File: src/rtl/lsu_if.sv
// Execute-side request, data-memory port and writeback/fault signals of the load/store unit.
interface lsu_if;
  logic        req_valid;
  logic        req_ready;
  logic        req_we;
  logic [2:0]  req_funct3;
  logic [31:0] req_addr;
  logic [31:0] req_wdata;
  logic [4:0]  req_rd;

  logic        mem_req_valid;
  logic        mem_req_ready;
  logic [31:0] mem_addr;
  logic        mem_we;
  logic [3:0]  mem_wstrb;
  logic [31:0] mem_wdata;
  logic        mem_rsp_valid;
  logic [31:0] mem_rdata;

  logic        wb_valid;
  logic [4:0]  wb_rd;
  logic [31:0] wb_data;
  logic        done;
  logic        fault;
  logic        fault_cause;
  logic [31:0] fault_addr;

  modport slave (
    input  req_valid, req_we, req_funct3, req_addr, req_wdata, req_rd,
    input  mem_req_ready, mem_rsp_valid, mem_rdata,
    output req_ready, mem_req_valid, mem_addr, mem_we, mem_wstrb, mem_wdata,
    output wb_valid, wb_rd, wb_data, done, fault, fault_cause, fault_addr
  );

  modport master (
    output req_valid, req_we, req_funct3, req_addr, req_wdata, req_rd,
    output mem_req_ready, mem_rsp_valid, mem_rdata,
    input  req_ready, mem_req_valid, mem_addr, mem_we, mem_wstrb, mem_wdata,
    input  wb_valid, wb_rd, wb_data, done, fault, fault_cause, fault_addr
  );
endinterface

File: src/rtl/lsu.sv
// RV32I load/store unit: one outstanding op, registered memory request, extended load writeback.
// Faults are detected at accept and reported one cycle later without touching memory.
module lsu (
  input  logic clk,
  input  logic rst,
  lsu_if.slave bus
);
  typedef enum logic [1:0] {IDLE, REQ, WAIT} state_t;

  state_t      state_q, state_d;
  logic        we_q, we_d;
  logic [2:0]  funct3_q, funct3_d;
  logic [1:0]  off_q, off_d;
  logic [4:0]  rd_q, rd_d;
  logic [31:0] mem_addr_q, mem_addr_d;
  logic [3:0]  mem_wstrb_q, mem_wstrb_d;
  logic [31:0] mem_wdata_q, mem_wdata_d;
  logic        wb_valid_q, wb_valid_d;
  logic [4:0]  wb_rd_q, wb_rd_d;
  logic [31:0] wb_data_q, wb_data_d;
  logic        done_q, done_d;
  logic        fault_q, fault_d;
  logic        fault_cause_q, fault_cause_d;
  logic [31:0] fault_addr_q, fault_addr_d;

  logic        req_ready;
  logic        accept;
  logic        illegal;
  logic        misaligned;
  logic [3:0]  lane_strb;
  logic [31:0] lane_data;
  logic [7:0]  ld_byte;
  logic [15:0] ld_half;
  logic [31:0] ld_ext;

  // A fault pulse blocks acceptance for its own cycle.
  assign req_ready = (state_q == IDLE) && !fault_q;
  assign accept    = bus.req_valid && req_ready;

  always_comb begin
    illegal    = 1'b0;
    misaligned = 1'b0;
    if (bus.req_we) begin
      illegal = !(bus.req_funct3 inside {3'b000, 3'b001, 3'b010});
    end else begin
      illegal = !(bus.req_funct3 inside {3'b000, 3'b001, 3'b010, 3'b100, 3'b101});
    end
    case (bus.req_funct3[1:0])
      2'b01:   misaligned = bus.req_addr[0];
      2'b10:   misaligned = (bus.req_addr[1:0] != 2'b00);
      default: misaligned = 1'b0;
    endcase
  end

  always_comb begin
    lane_strb = 4'b1111;
    lane_data = bus.req_wdata;
    case (bus.req_funct3[1:0])
      2'b00: begin
        lane_strb = 4'b0001 << bus.req_addr[1:0];
        lane_data = {4{bus.req_wdata[7:0]}};
      end
      2'b01: begin
        lane_strb = bus.req_addr[1] ? 4'b1100 : 4'b0011;
        lane_data = {2{bus.req_wdata[15:0]}};
      end
      default: begin
        lane_strb = 4'b1111;
        lane_data = bus.req_wdata;
      end
    endcase
  end

  always_comb begin
    ld_byte = bus.mem_rdata[{off_q, 3'b000} +: 8];
    ld_half = bus.mem_rdata[{off_q[1], 4'b0000} +: 16];
    case (funct3_q)
      3'b000:  ld_ext = {{24{ld_byte[7]}}, ld_byte};
      3'b001:  ld_ext = {{16{ld_half[15]}}, ld_half};
      3'b100:  ld_ext = {24'h0, ld_byte};
      3'b101:  ld_ext = {16'h0, ld_half};
      default: ld_ext = bus.mem_rdata;
    endcase
  end

  always_comb begin
    state_d       = state_q;
    we_d          = we_q;
    funct3_d      = funct3_q;
    off_d         = off_q;
    rd_d          = rd_q;
    mem_addr_d    = mem_addr_q;
    mem_wstrb_d   = mem_wstrb_q;
    mem_wdata_d   = mem_wdata_q;
    wb_valid_d    = 1'b0;
    wb_rd_d       = wb_rd_q;
    wb_data_d     = wb_data_q;
    done_d        = 1'b0;
    fault_d       = 1'b0;
    fault_cause_d = fault_cause_q;
    fault_addr_d  = fault_addr_q;
    case (state_q)
      IDLE: begin
        if (accept) begin
          if (illegal || misaligned) begin
            fault_d       = 1'b1;
            done_d        = 1'b1;
            fault_cause_d = illegal;
            fault_addr_d  = bus.req_addr;
          end else begin
            state_d     = REQ;
            we_d        = bus.req_we;
            funct3_d    = bus.req_funct3;
            off_d       = bus.req_addr[1:0];
            rd_d        = bus.req_rd;
            mem_addr_d  = {bus.req_addr[31:2], 2'b00};
            mem_wstrb_d = bus.req_we ? lane_strb : 4'b0000;
            mem_wdata_d = lane_data;
          end
        end
      end
      REQ: begin
        if (bus.mem_req_ready) begin
          if (we_q) begin
            state_d = IDLE;
            done_d  = 1'b1;
          end else begin
            state_d = WAIT;
          end
        end
      end
      WAIT: begin
        if (bus.mem_rsp_valid) begin
          state_d    = IDLE;
          wb_valid_d = 1'b1;
          done_d     = 1'b1;
          wb_data_d  = ld_ext;
          wb_rd_d    = rd_q;
        end
      end
      default: state_d = IDLE;
    endcase
  end

  always_ff @(posedge clk) begin
    if (rst) begin
      state_q       <= IDLE;
      we_q          <= 1'b0;
      funct3_q      <= 3'b000;
      off_q         <= 2'b00;
      rd_q          <= 5'd0;
      mem_addr_q    <= 32'h0;
      mem_wstrb_q   <= 4'b0000;
      mem_wdata_q   <= 32'h0;
      wb_valid_q    <= 1'b0;
      wb_rd_q       <= 5'd0;
      wb_data_q     <= 32'h0;
      done_q        <= 1'b0;
      fault_q       <= 1'b0;
      fault_cause_q <= 1'b0;
      fault_addr_q  <= 32'h0;
    end else begin
      state_q       <= state_d;
      we_q          <= we_d;
      funct3_q      <= funct3_d;
      off_q         <= off_d;
      rd_q          <= rd_d;
      mem_addr_q    <= mem_addr_d;
      mem_wstrb_q   <= mem_wstrb_d;
      mem_wdata_q   <= mem_wdata_d;
      wb_valid_q    <= wb_valid_d;
      wb_rd_q       <= wb_rd_d;
      wb_data_q     <= wb_data_d;
      done_q        <= done_d;
      fault_q       <= fault_d;
      fault_cause_q <= fault_cause_d;
      fault_addr_q  <= fault_addr_d;
    end
  end

  assign bus.req_ready     = req_ready;
  assign bus.mem_req_valid = (state_q == REQ);
  assign bus.mem_addr      = mem_addr_q;
  assign bus.mem_we        = we_q;
  assign bus.mem_wstrb     = mem_wstrb_q;
  assign bus.mem_wdata     = mem_wdata_q;
  assign bus.wb_valid      = wb_valid_q;
  assign bus.wb_rd         = wb_rd_q;
  assign bus.wb_data       = wb_data_q;
  assign bus.done          = done_q;
  assign bus.fault         = fault_q;
  assign bus.fault_cause   = fault_cause_q;
  assign bus.fault_addr    = fault_addr_q;
endmodule

File: src/flat_wrapper.sv
// flat-port wrapper written by rule: the top's interface ports become plain ports
module lsu_flat 
  (clk, rst, bus_req_valid, bus_req_we, bus_req_funct3, bus_req_addr, bus_req_wdata, bus_req_rd, bus_mem_req_ready, bus_mem_rsp_valid, bus_mem_rdata, bus_req_ready, bus_mem_req_valid, bus_mem_addr, bus_mem_we, bus_mem_wstrb, bus_mem_wdata, bus_wb_valid, bus_wb_rd, bus_wb_data, bus_done, bus_fault, bus_fault_cause, bus_fault_addr);
  lsu_if bus_i ();
  input  logic clk;
  input  logic rst;
  input wire logic [$bits(bus_i.req_valid)-1:0] bus_req_valid;
  input wire logic [$bits(bus_i.req_we)-1:0] bus_req_we;
  input wire logic [$bits(bus_i.req_funct3)-1:0] bus_req_funct3;
  input wire logic [$bits(bus_i.req_addr)-1:0] bus_req_addr;
  input wire logic [$bits(bus_i.req_wdata)-1:0] bus_req_wdata;
  input wire logic [$bits(bus_i.req_rd)-1:0] bus_req_rd;
  input wire logic [$bits(bus_i.mem_req_ready)-1:0] bus_mem_req_ready;
  input wire logic [$bits(bus_i.mem_rsp_valid)-1:0] bus_mem_rsp_valid;
  input wire logic [$bits(bus_i.mem_rdata)-1:0] bus_mem_rdata;
  output wire logic [$bits(bus_i.req_ready)-1:0] bus_req_ready;
  output wire logic [$bits(bus_i.mem_req_valid)-1:0] bus_mem_req_valid;
  output wire logic [$bits(bus_i.mem_addr)-1:0] bus_mem_addr;
  output wire logic [$bits(bus_i.mem_we)-1:0] bus_mem_we;
  output wire logic [$bits(bus_i.mem_wstrb)-1:0] bus_mem_wstrb;
  output wire logic [$bits(bus_i.mem_wdata)-1:0] bus_mem_wdata;
  output wire logic [$bits(bus_i.wb_valid)-1:0] bus_wb_valid;
  output wire logic [$bits(bus_i.wb_rd)-1:0] bus_wb_rd;
  output wire logic [$bits(bus_i.wb_data)-1:0] bus_wb_data;
  output wire logic [$bits(bus_i.done)-1:0] bus_done;
  output wire logic [$bits(bus_i.fault)-1:0] bus_fault;
  output wire logic [$bits(bus_i.fault_cause)-1:0] bus_fault_cause;
  output wire logic [$bits(bus_i.fault_addr)-1:0] bus_fault_addr;
  assign bus_i.req_valid = bus_req_valid;
  assign bus_i.req_we = bus_req_we;
  assign bus_i.req_funct3 = bus_req_funct3;
  assign bus_i.req_addr = bus_req_addr;
  assign bus_i.req_wdata = bus_req_wdata;
  assign bus_i.req_rd = bus_req_rd;
  assign bus_i.mem_req_ready = bus_mem_req_ready;
  assign bus_i.mem_rsp_valid = bus_mem_rsp_valid;
  assign bus_i.mem_rdata = bus_mem_rdata;
  assign bus_req_ready = bus_i.req_ready;
  assign bus_mem_req_valid = bus_i.mem_req_valid;
  assign bus_mem_addr = bus_i.mem_addr;
  assign bus_mem_we = bus_i.mem_we;
  assign bus_mem_wstrb = bus_i.mem_wstrb;
  assign bus_mem_wdata = bus_i.mem_wdata;
  assign bus_wb_valid = bus_i.wb_valid;
  assign bus_wb_rd = bus_i.wb_rd;
  assign bus_wb_data = bus_i.wb_data;
  assign bus_done = bus_i.done;
  assign bus_fault = bus_i.fault;
  assign bus_fault_cause = bus_i.fault_cause;
  assign bus_fault_addr = bus_i.fault_addr;
  lsu u_core (.clk(clk), .rst(rst), .bus(bus_i));
endmodule
File: config.mk
export PLATFORM = sky130hd
export DESIGN_NAME = lsu_flat
export DESIGN_NICKNAME = d
export VERILOG_FILES = /design/src/rtl/lsu_if.sv /design/src/rtl/lsu.sv /design/src/flat_wrapper.sv
export SDC_FILE = /design/constraint.sdc
export NUM_CORES = 1
export LEC_CHECK = 0
export CAP_MARGIN = 40
export CELL_PAD_IN_SITES_DETAIL_PLACEMENT = 0
export CELL_PAD_IN_SITES_GLOBAL_PLACEMENT = 2
export CORE_UTILIZATION = 22
export CTS_CLUSTER_DIAMETER = 200
export CTS_CLUSTER_SIZE = 10
export DETAILED_ROUTE_END_ITERATION = 16
export GPL_TIMING_DRIVEN = 1
export HOLD_SLACK_MARGIN = 0.02
export PLACE_DENSITY_LB_ADDON = 0.1
export REMOVE_ABC_BUFFERS = 1
export SYNTH_ARGS = -nofsm -noshare
export SYNTH_HDL_FRONTEND = slang
export SYNTH_SLANG_ARGS = --single-unit
File: constraint.sdc
create_clock -name clk -period 2.1 [get_ports clk]
set_input_delay 0.63 -clock clk [delete_from_list [all_inputs] [get_ports clk]]
set_output_delay 0.63 -clock clk [all_outputs]
set_load 0.005 [all_outputs]
# ---- Yosys cells after proc, flatten, opt, wreduce, memory -nomap -nowiden
# Index checks and enable logic that the tools add are counted.
# Widths: inputs -> output; s select.
dict set report op_classes {
  add_sub_neg 0
  n_mul 0
  div 0
  order_cmp 0
  n_eq_ne 15
  n_shift 3
  mux 19
  bitwise_logic 3
  reduce_logical 19
}
# cell n
set op_table {}
lappend op_table {{$pmux 32 s4} 1}
lappend op_table {{$pmux 32 s2} 1}
lappend op_table {{$shiftx 32x6->16} 1}
lappend op_table {{$shiftx 32x6->8} 1}
lappend op_table {{$eq 3x3->1 const B} 4}
lappend op_table {{$mux 2} 5}
lappend op_table {{$mux 4} 2}
lappend op_table {{$pmux 4 s2} 1}
lappend op_table {{$eq 3x1->1 const B} 2}
lappend op_table {{$logic_not 3->1} 2}
lappend op_table {{$mux 1} 6}
lappend op_table {{$ne 2x2->1 const B} 3}
lappend op_table {{$pmux 2 s3} 1}
lappend op_table {{$reduce_and 3->1} 2}
lappend op_table {{$reduce_bool 5->1} 1}
lappend op_table {{$eq 2x1->1 const B} 2}
lappend op_table {{$eq 2x2->1 const B} 2}
lappend op_table {{$logic_not 2->1} 2}
lappend op_table {{$reduce_and 4->1} 1}
lappend op_table {{$reduce_or 2->1} 2}
lappend op_table {{$shl 1x2->4 const A} 1}
lappend op_table {{$eq 3x2->1 const B} 1}
lappend op_table {{$logic_not 1->1} 3}
lappend op_table {{$not 1->1} 3}
lappend op_table {{8 further kinds} 9}
dict set report totals {
  reg_bits 152
  latch_bits 0
  ram_bits 0
  romBits 0
  inputBits 110
  output_inout_bits 144
  wordCells 74
  mem_count 0
}

# ---- Depth between registers and ports, before layout
# Gate-level depths: netlist (run 1).
dict set report logic_depth {
  ltp_word 8
  ltp_mapped 10
  depth_no_buf 6
}

# ---- Worst setup path before layout (run 1)
# OpenSTA, ideal clock, no wires.
dict set report synth_path {
  path_kind {input-to-reg}
  start {input bus_req_funct3[1]}
  end {register u_core.fault_addr_q[0], in the netlist u_core.bus.fault_addr[0]}
  t_arrival_ns 2.039
  required_time_ns 2.030
  path_slack_ns -0.009
  stages 9
  path_cell_list {inv_1 ha_1 buf_2 o21bai_1 a21o_1 buf_2 a211oi_2 buf_2 o2bb2ai_1}
}
dict set report synth_via {
  elab_chain_len 6
}
# element line
set synth_rtl {}
lappend synth_rtl {{start, declared} flat_wrapper.sv:9} ;# input wire logic [$bits(bus_i.req_funct3)-1:0] bus_req_funct3;
lappend synth_rtl {{$eq 3x1->1 (tied with other cells)} {lsu.sv:44, lsu.sv:46}}
lappend synth_rtl {{$reduce_bool 5->1 or $reduce_bool 3->1 (tied branches)} {lsu.sv:46, lsu.sv:44}}
lappend synth_rtl {{$logic_not 1->1, on equally long branches} {lsu.sv:46, lsu.sv:44}}
lappend synth_rtl {{$mux 1} lsu.sv:43} ;# if (bus.req_we) begin
lappend synth_rtl {{$logic_or 1x1->1 *} lsu.sv:105} ;# if (illegal || misaligned) begin
lappend synth_rtl {{$reduce_and 3->1 (no source line) *} -}
lappend synth_rtl {{end signal, assigned} lsu.sv:177} ;# fault_addr_q <= fault_addr_d;
lappend synth_rtl {{end, declared} lsu.sv:24} ;# logic [31:0] fault_addr_q, fault_addr_d;
# Mark *: on every way between the ends. The rest lies on a longest branch, timed or not.
# A chain may end at the register's enable or synchronous reset.

# ---- Worst setup path after layout (run 1)
dict set report layout_path {
  start {register u_core.we_q, in the netlist u_core.bus.mem_we}
  end {output bus_mem_we}
}
# element line
set layout_rtl {}
lappend layout_rtl {{start, declared} lsu.sv:11} ;# logic we_q, we_d;
lappend layout_rtl {{start signal, assigned} lsu.sv:164} ;# we_q <= we_d;
lappend layout_rtl {{end, declared} flat_wrapper.sv:19} ;# output wire logic [$bits(bus_i.mem_we)-1:0] bus_mem_we;
# No word-level cell between the ends.

==> out/metrics.cfg, run 1 <==
[clock_tree]
cts_sinks=152
cts_buffers=17
hold_buffers=0
root_buffer=clkbuf_16
clk_path_buf_depth=2
clkTransAtPathRegs_ns=0.07
htreeDepth=4
clk_latency_ns=0.43
cts_tree=done

[timing]
tightest_slew_ns=0.529
rsz0062_at_grt=yes
fin_crit_ns=2.02
slew_headroom=0.647
clock_skew_ns=0.0161
final-hold-violation-count=0
drv_slew=0
finalCritPeriodShare=0.960
setup_viol=0
tns_ns=0
setup_ws_ns=0.0841
clock.fmax_mhz=496

[global_route]
antenna_found_initial=4
busiest_layer=met2
grt-ovfl-total=0
gr-usage-met3=0.0468
grt_first_pass_wirelength_um=40300
grt_use_total=0.170
grt_max_degree=69
grt_pass1_vias=6601
met2_usage=0.272
use_met1=0.227

[synth]
async_reset_ff_frac=0
synthCells=746
synth_compound_area_frac=0.279
ys.flop_type=dfxtp_1
synth-simple-area-share=0.149
syn_area_mm2=0.00659
synth_top_family_by_area=compound AO/OA/AOI/OAI gates
synth.avg_cell_area_um2=8.83
synth_xor_xnor_area_share=0
synthAdderAreaFrac=0.00570
seq_area_frac_synth=0.462
synth_cell_types=45
synth_edf_count=0
synthMuxAreaShare=0.0450
synth_seq_cells=152
yosys_warnings=0

[power]
power.share.switching=0.285
clockPowerShare=0.398
powerDensity_mw_per_mm2=736
p_int_uw=5580
combPwrFrac=0.200
power_switching_uw=2220
ir_drop_mv=0.493
p_seq_frac=0.402
p_leak_uw=0.00362
finalPower_uw=7810

[worst_setup_path]
r2r_slack_ns=0.31
reg2reg_from=u_core.state_q[1]$_SDFFE_PP0P_
cp-start-kind=register
critPathBufInv=1
path_max_fanout=4
cp.required_ns=1.47
cpPeakStageDelay_ns=0.57
cp_top_family=buffers and inverters
cp-end-kind=output port
worstPathArrival_ns=1.39
critPathKind=reg -> out
timing.rr.end=u_core.bus.fault_addr[20]$_SDFFE_PP0P_
cpMaxStageDelayCell=clkdlybuf4s50_1
crit_chain=clkdlybuf4s50_1
rr_worst_depth=6

[final_layout]
fillers=3039
final_common_cell=clkdlybuf4s50_1
final_layout_size_suffix_gt1_frac=0.132
mostFrequentLayoutCells=246 x clkdlybuf4s50_1, 150 x dfxtp_1, 107 x a21oi_1, 54 x o21ai_0, 51 x buf_4
layout.nets=1121
post-route-util=0.365
design_area_mm2=0.0106
synthToLayoutAreaGrowth_pct=61.1

[worst_hold_path]
holdPathEnd=u_core.bus.wb_rd[2]$_SDFFE_PP0P_
min_from=u_core.rd_q[2]$_SDFFE_PP0P_
min_path_type=reg -> reg
whs_path_depth=2

[die]
coreArea_mm2=0.0291
die_w_um=175
die_area_mm2=0.0306
rows=62
die_h_um=175
start_util=0.226
io_pins=254

[detailed_routing]
dr.pass1.iters=5
postRouteAntennaNets=0
drt-total-wl_um=25800
routed_via_density=4.62
vias=6504
drt_iter0_drc=332
wl_per_cell_um=18.3
drc=0

[placement]
dpl-instance-area_mm2=0.00993
dp_hpwl_um=17700
dpl_worst_slack_ns=-0.628
portBuffers=251
gp_congestion=0.717

[job]
maxCapViolations=0

[run_status]
status=complete, no violations

[power groups by stage]
stage / Sequential, uW / Combinational, uW / Clock [uW]
after detailed placement: 3200 / 1540 / 0
after floorplan: 3200 / 492 / 0
after global routing: 3160 / 1700 / 3370
after global placement: 3210 / 1550 / 0
after CTS: 3140 / 1600 / 3230
final: 3140 / 1560 / 3110
[flip-flops by register name, summed over array words and instances (netlist names), 2 cells and up]
| register | cells |
|---|---|
| u_core.bus.fault_addr | 32 |
| u_core.bus.mem_wdata | 32 |
| u_core.bus.wb_data | 32 |
| u_core.bus.mem_addr | 30 |
| u_core.bus.wb_rd | 5 |
| u_core.rd_q | 5 |
| u_core.bus.mem_wstrb | 4 |
| u_core.funct3_q | 3 |
| u_core.off_q | 2 |
| u_core.state_q | 2 |
[stage by stage]
stage,hold WS (ns),instances
2_1_floorplan,0.422,668
3_3_place_gp,0.445,1366
3_5_place_dp,0.447,1366
4_1_cts,0.452,1405
5_1_grt,0.472,1407
6_report,0.457,1407
[timing repair]
action,in CTS,in global routing
buffers inserted,5,1
cloned,2,0
resized for setup,11,7
setup endpoints to repair,114,28
pin swaps,3,2
[synthesized netlist by cell type (all sizes together) (2+ instances only)]
cell type | number | area (um^2)
dfxtp | 152 | 3040
a21oi | 110 | 562
o21ai | 56 | 280
nand3 | 51 | 255
clkbuf | 50 | 188
a211oi | 49 | 373
nor2 | 41 | 159
nand2 | 37 | 139
nand2b | 36 | 225
o2bb2ai | 32 | 280
buf | 29 | 181
mux2 | 16 | 180
nor3b | 10 | 75.1
mux2i | 9 | 90.1
a2111oi | 8 | 70.1
a22o | 8 | 70.1
a22oi | 7 | 52.6
a2bb2oi | 7 | 61.3
nor2b | 5 | 31.3
inv | 4 | 15.0
a21o | 3 | 22.5
ha | 3 | 37.5
nand4 | 3 | 18.8
nor3 | 3 | 15.0
a31oi | 2 | 12.5
[how the worst max path moves through the flow]
stage / startpoint / endpoint / slack [ns] / cells past startpoint
2_1_floorplan: bus_req_funct3[1] / u_core.bus.mem_wstrb[0]$_SDFFE_PP0P_ / -1.23 / 6
3_3_place_gp: bus_req_funct3[0] / u_core.bus.fault_addr[11]$_SDFFE_PP0P_ / -0.60 / 9
3_5_place_dp: bus_req_funct3[0] / u_core.bus.fault_addr[30]$_SDFFE_PP0P_ / -0.63 / 9
4_1_cts: u_core.bus.fault$_SDFF_PP0_ / bus_fault / 0.006 / 1
5_1_grt: bus_req_funct3[1] / u_core.bus.mem_addr[28]$_SDFFE_PP0P_ / -0.007 / 10
6_report: u_core.bus.mem_we$_SDFFE_PP0P_ / bus_mem_we / 0.08 / 1
[cell families (layout without fill, tap and decap cells)]
group | after synthesis | count (layout)
fa+ha+maj | 3 | 3
other cells | 1 | 4
flops | 152 | 152
mux | 26 | 26
simple gates | 192 | 192
buf+inv | 83 | 357
compound gates | 289 | 289
[cell type report]
type / count / area (um^2) / area share
tap: 384 / 480 / 0.0453
antenna: 2 / 5.00 / 0.000472
inverter: 4 / 15.0 / 0.00141
multi-input combinational: 512 / 3220 / 0.303
timing repair buffer: 321 / 3270 / 0.308
sequential: 152 / 3050 / 0.287
clock inverter: 13 / 133 / 0.0125
clock buffer: 19 / 443 / 0.0417
[worst min-delay path: stages (launching register included)]
cell	delay, ns
dfxtp_1	0.31
nand2_1	0.05
a21oi_1	0.05
[layer usage]
metal | part of all wire | vias up
met5 | 0.00043 | -
met1 | 0.47 | 3073
li1 | - | 3248
met3 | 0.054 | 12
met2 | 0.47 | 169
met4 | 0.0076 | 2
No activity file was read; power rests on OpenSTA's default activity.
==> inputs of run 2 (changes only) <==
- GPL_TIMING_DRIVEN: 1 -> 0
==> run 2 against run 1 <==
Net effect: die area stayed put; combinational power is 9% higher; first-iteration DRC count is 33% lower; hold slack worse by 0.011 ns; global-route usage is 0.63 points higher; clock skew hardly changed; clock power is 2% higher; worst setup slack worse by 0.050 ns; critical path depth is 6 higher; sequential share of layout area is 0.40 points lower; critical endpoint is now u_core.bus.mem_wdata[27]$_SDFFE_PP0P_.
==> out/metrics.cfg, run 2 (same netlist as run 1, synthesis figures left out) <==
[worst_hold_path]
min_path_type=reg -> reg
whs_path_depth=2
min_from=u_core.rd_q[4]$_SDFFE_PP0P_
holdPathEnd=u_core.bus.wb_rd[4]$_SDFFE_PP0P_

[power]
p_int_uw=5680
combPwrFrac=0.212
power.share.switching=0.290
powerDensity_mw_per_mm2=742
ir_drop_mv=0.472
p_leak_uw=0.00366
finalPower_uw=8000
clockPowerShare=0.396
p_seq_frac=0.391
power_switching_uw=2320

[clock_tree]
root_buffer=clkbuf_16
cts_sinks=152
clk_latency_ns=0.43
htreeDepth=4
cts_buffers=17
hold_buffers=0
clkTransAtPathRegs_ns=0.07
clk_path_buf_depth=2
cts_tree=done

[timing]
fin_crit_ns=2.07
clock.fmax_mhz=484
finalCritPeriodShare=0.984
drv_slew=0
clock_skew_ns=0.0161
tns_ns=0
slew_headroom=0.593
final-hold-violation-count=0
tightest_slew_ns=0.609
setup_viol=0
rsz0062_at_grt=yes

[worst_setup_path]
critPathKind=in -> reg
crit_chain=clkdlybuf4s50_1 -> nand3_4 -> and3_4 -> buf_12 -> buf_16 -> a21oi_1 -> a211oi_1
cp_top_family=buffers and inverters
critPathBufInv=3
cp-end-kind=register
cpMaxStageDelayCell=clkdlybuf4s50_1
rr_worst_depth=6
reg2reg_from=u_core.state_q[1]$_SDFFE_PP0P_
worstPathArrival_ns=2.36
timing.rr.end=u_core.bus.fault_addr[28]$_SDFFE_PP0P_
cpPeakStageDelay_ns=0.71
r2r_slack_ns=0.27
cp-start-kind=input port
cp.required_ns=2.39
path_max_fanout=15

[placement]
dp.cells=1322
portBuffers=251
dpl-instance-area_mm2=0.00964
gp_congestion=0.689
dp_hpwl_um=16700

[detailed_routing]
postRouteAntennaNets=0
dr.pass1.iters=4
wl_per_cell_um=19.6
drc=0
routed_via_density=4.68
drt_iter0_drc=224
drt-total-wl_um=27300
vias=6510

[die]
die_h_um=175
die_area_mm2=0.0306
start_util=0.226
coreArea_mm2=0.0291
die_w_um=175
io_pins=254
rows=62

[job]
maxCapViolations=0

[final_layout]
mostFrequentLayoutCells=243 x clkdlybuf4s50_1, 149 x dfxtp_1, 107 x a21oi_1, 54 x o21ai_0, 49 x nand3_1
fillers=2978
final_layout_size_suffix_gt1_frac=0.131
multi_input_area_mm2=0.00334
final_common_cell=clkdlybuf4s50_1
n_antenna_cell=0
seqCellArea_mm2=0.00305
layout.nets=1107
post-route-util=0.370
synthToLayoutAreaGrowth_pct=63.6
layout.cells.non_filler=1391
design_area_mm2=0.0108

[global_route]
grt_pass1_vias=6683
grt-ovfl-total=0
grt_use_total=0.177
grt_first_pass_wirelength_um=41500
grt_max_degree=110
antenna_found_initial=1

[run_status]
status=complete, no violations

==> run 2: cell types whose count changed in the layout (fill, tap and decap cells not counted), moves of 3 or more <==
cell             change
buf_16              +12
buf_12              -10
clkdlybuf4s50_1      -3
nand3_4              +3
buf_4               -28
clkinv_4             +3
buf_8                +4
==> run 2: routing by layer <==
metal,wire [um],track usage,vias to the layer above
li1,-,-,3241
met3,1870,0.0583,12
met5,12,0,-
met4,200,0.0362,2
met1,12400,0.226,3091
met2,12800,0.288,164
==> run 2: worst max-delay path by stage <==
| stage | from | end | slack, ns | cells past startpoint |
|---|---|---|---|---|
| floorplan | bus_req_funct3[1] | u_core.bus.mem_wstrb[0]$_SDFFE_PP0P_ | -1.23 | 6 |
| global placement | rst | u_core.bus.fault_addr[13]$_SDFFE_PP0P_ | -6.69 | 3 |
| detailed placement | bus_req_funct3[0] | u_core.bus.fault_addr[28]$_SDFFE_PP0P_ | -2.05 | 10 |
| CTS | bus_req_funct3[0] | u_core.bus.mem_wdata[26]$_SDFFE_PP0P_ | 0.009 | 10 |
| global route | bus_req_funct3[0] | u_core.bus.mem_wdata[27]$_SDFFE_PP0P_ | -0.009 | 10 |
| finish | bus_req_addr[1] | u_core.bus.mem_wdata[27]$_SDFFE_PP0P_ | 0.03 | 7 |
==> run 2: worst register-to-register path, delay by kind of cell (launching register included) <==
| kind | cells | cell delay [ns] |
|---|---|---|
| and+or+nand+nor | 1 | 0.62 |
| AOI/OAI and AO/OA | 3 | 0.45 |
| DFF | 1 | 0.37 |
| buffers and inverters | 2 | 0.29 |
==> run 2: cell type report <==
cell class	instances	share of cell area
Clock buffer	19	0.0420
Clock inverter	13	0.0125
Inverter	4	0.00139
Multi-Input combinational cell	516	0.310
Sequential cell	152	0.283
Tap cell	384	0.0446
Timing Repair Buffer	303	0.307
==> run 2: per-stage QoR <==
| stage | setup slack, ns | hold slack [ns] |
|---|---|---|
| after CTS | 0.00920 | 0.448 |
| after global routing | -0.00872 | 0.478 |
| after floorplan | -1.23 | 0.422 |
| after global placement | -6.69 | 0.440 |
| final | 0.0345 | 0.446 |
| after detailed placement | -2.05 | 0.445 |
==> run 2: power by group through the flow <==
stage                     logic (uW)  registers [uW]  clock network [uW]
after floorplan                  492            3200                   0
after global placement          1360            3210                   0
after detailed placement        1480            3200                   0
after CTS                       1690            3130                3270
after global routing            1830            3150                3390
final                           1700            3130                3170
==> run 2: timing repair <==
item / in CTS / in global routing
endpoints found under the setup margin: 124 / 123
pin swaps: 8 / 3
cloned: 5 / 3
setup buffers: 29 / 0
resized for setup: 31 / 12
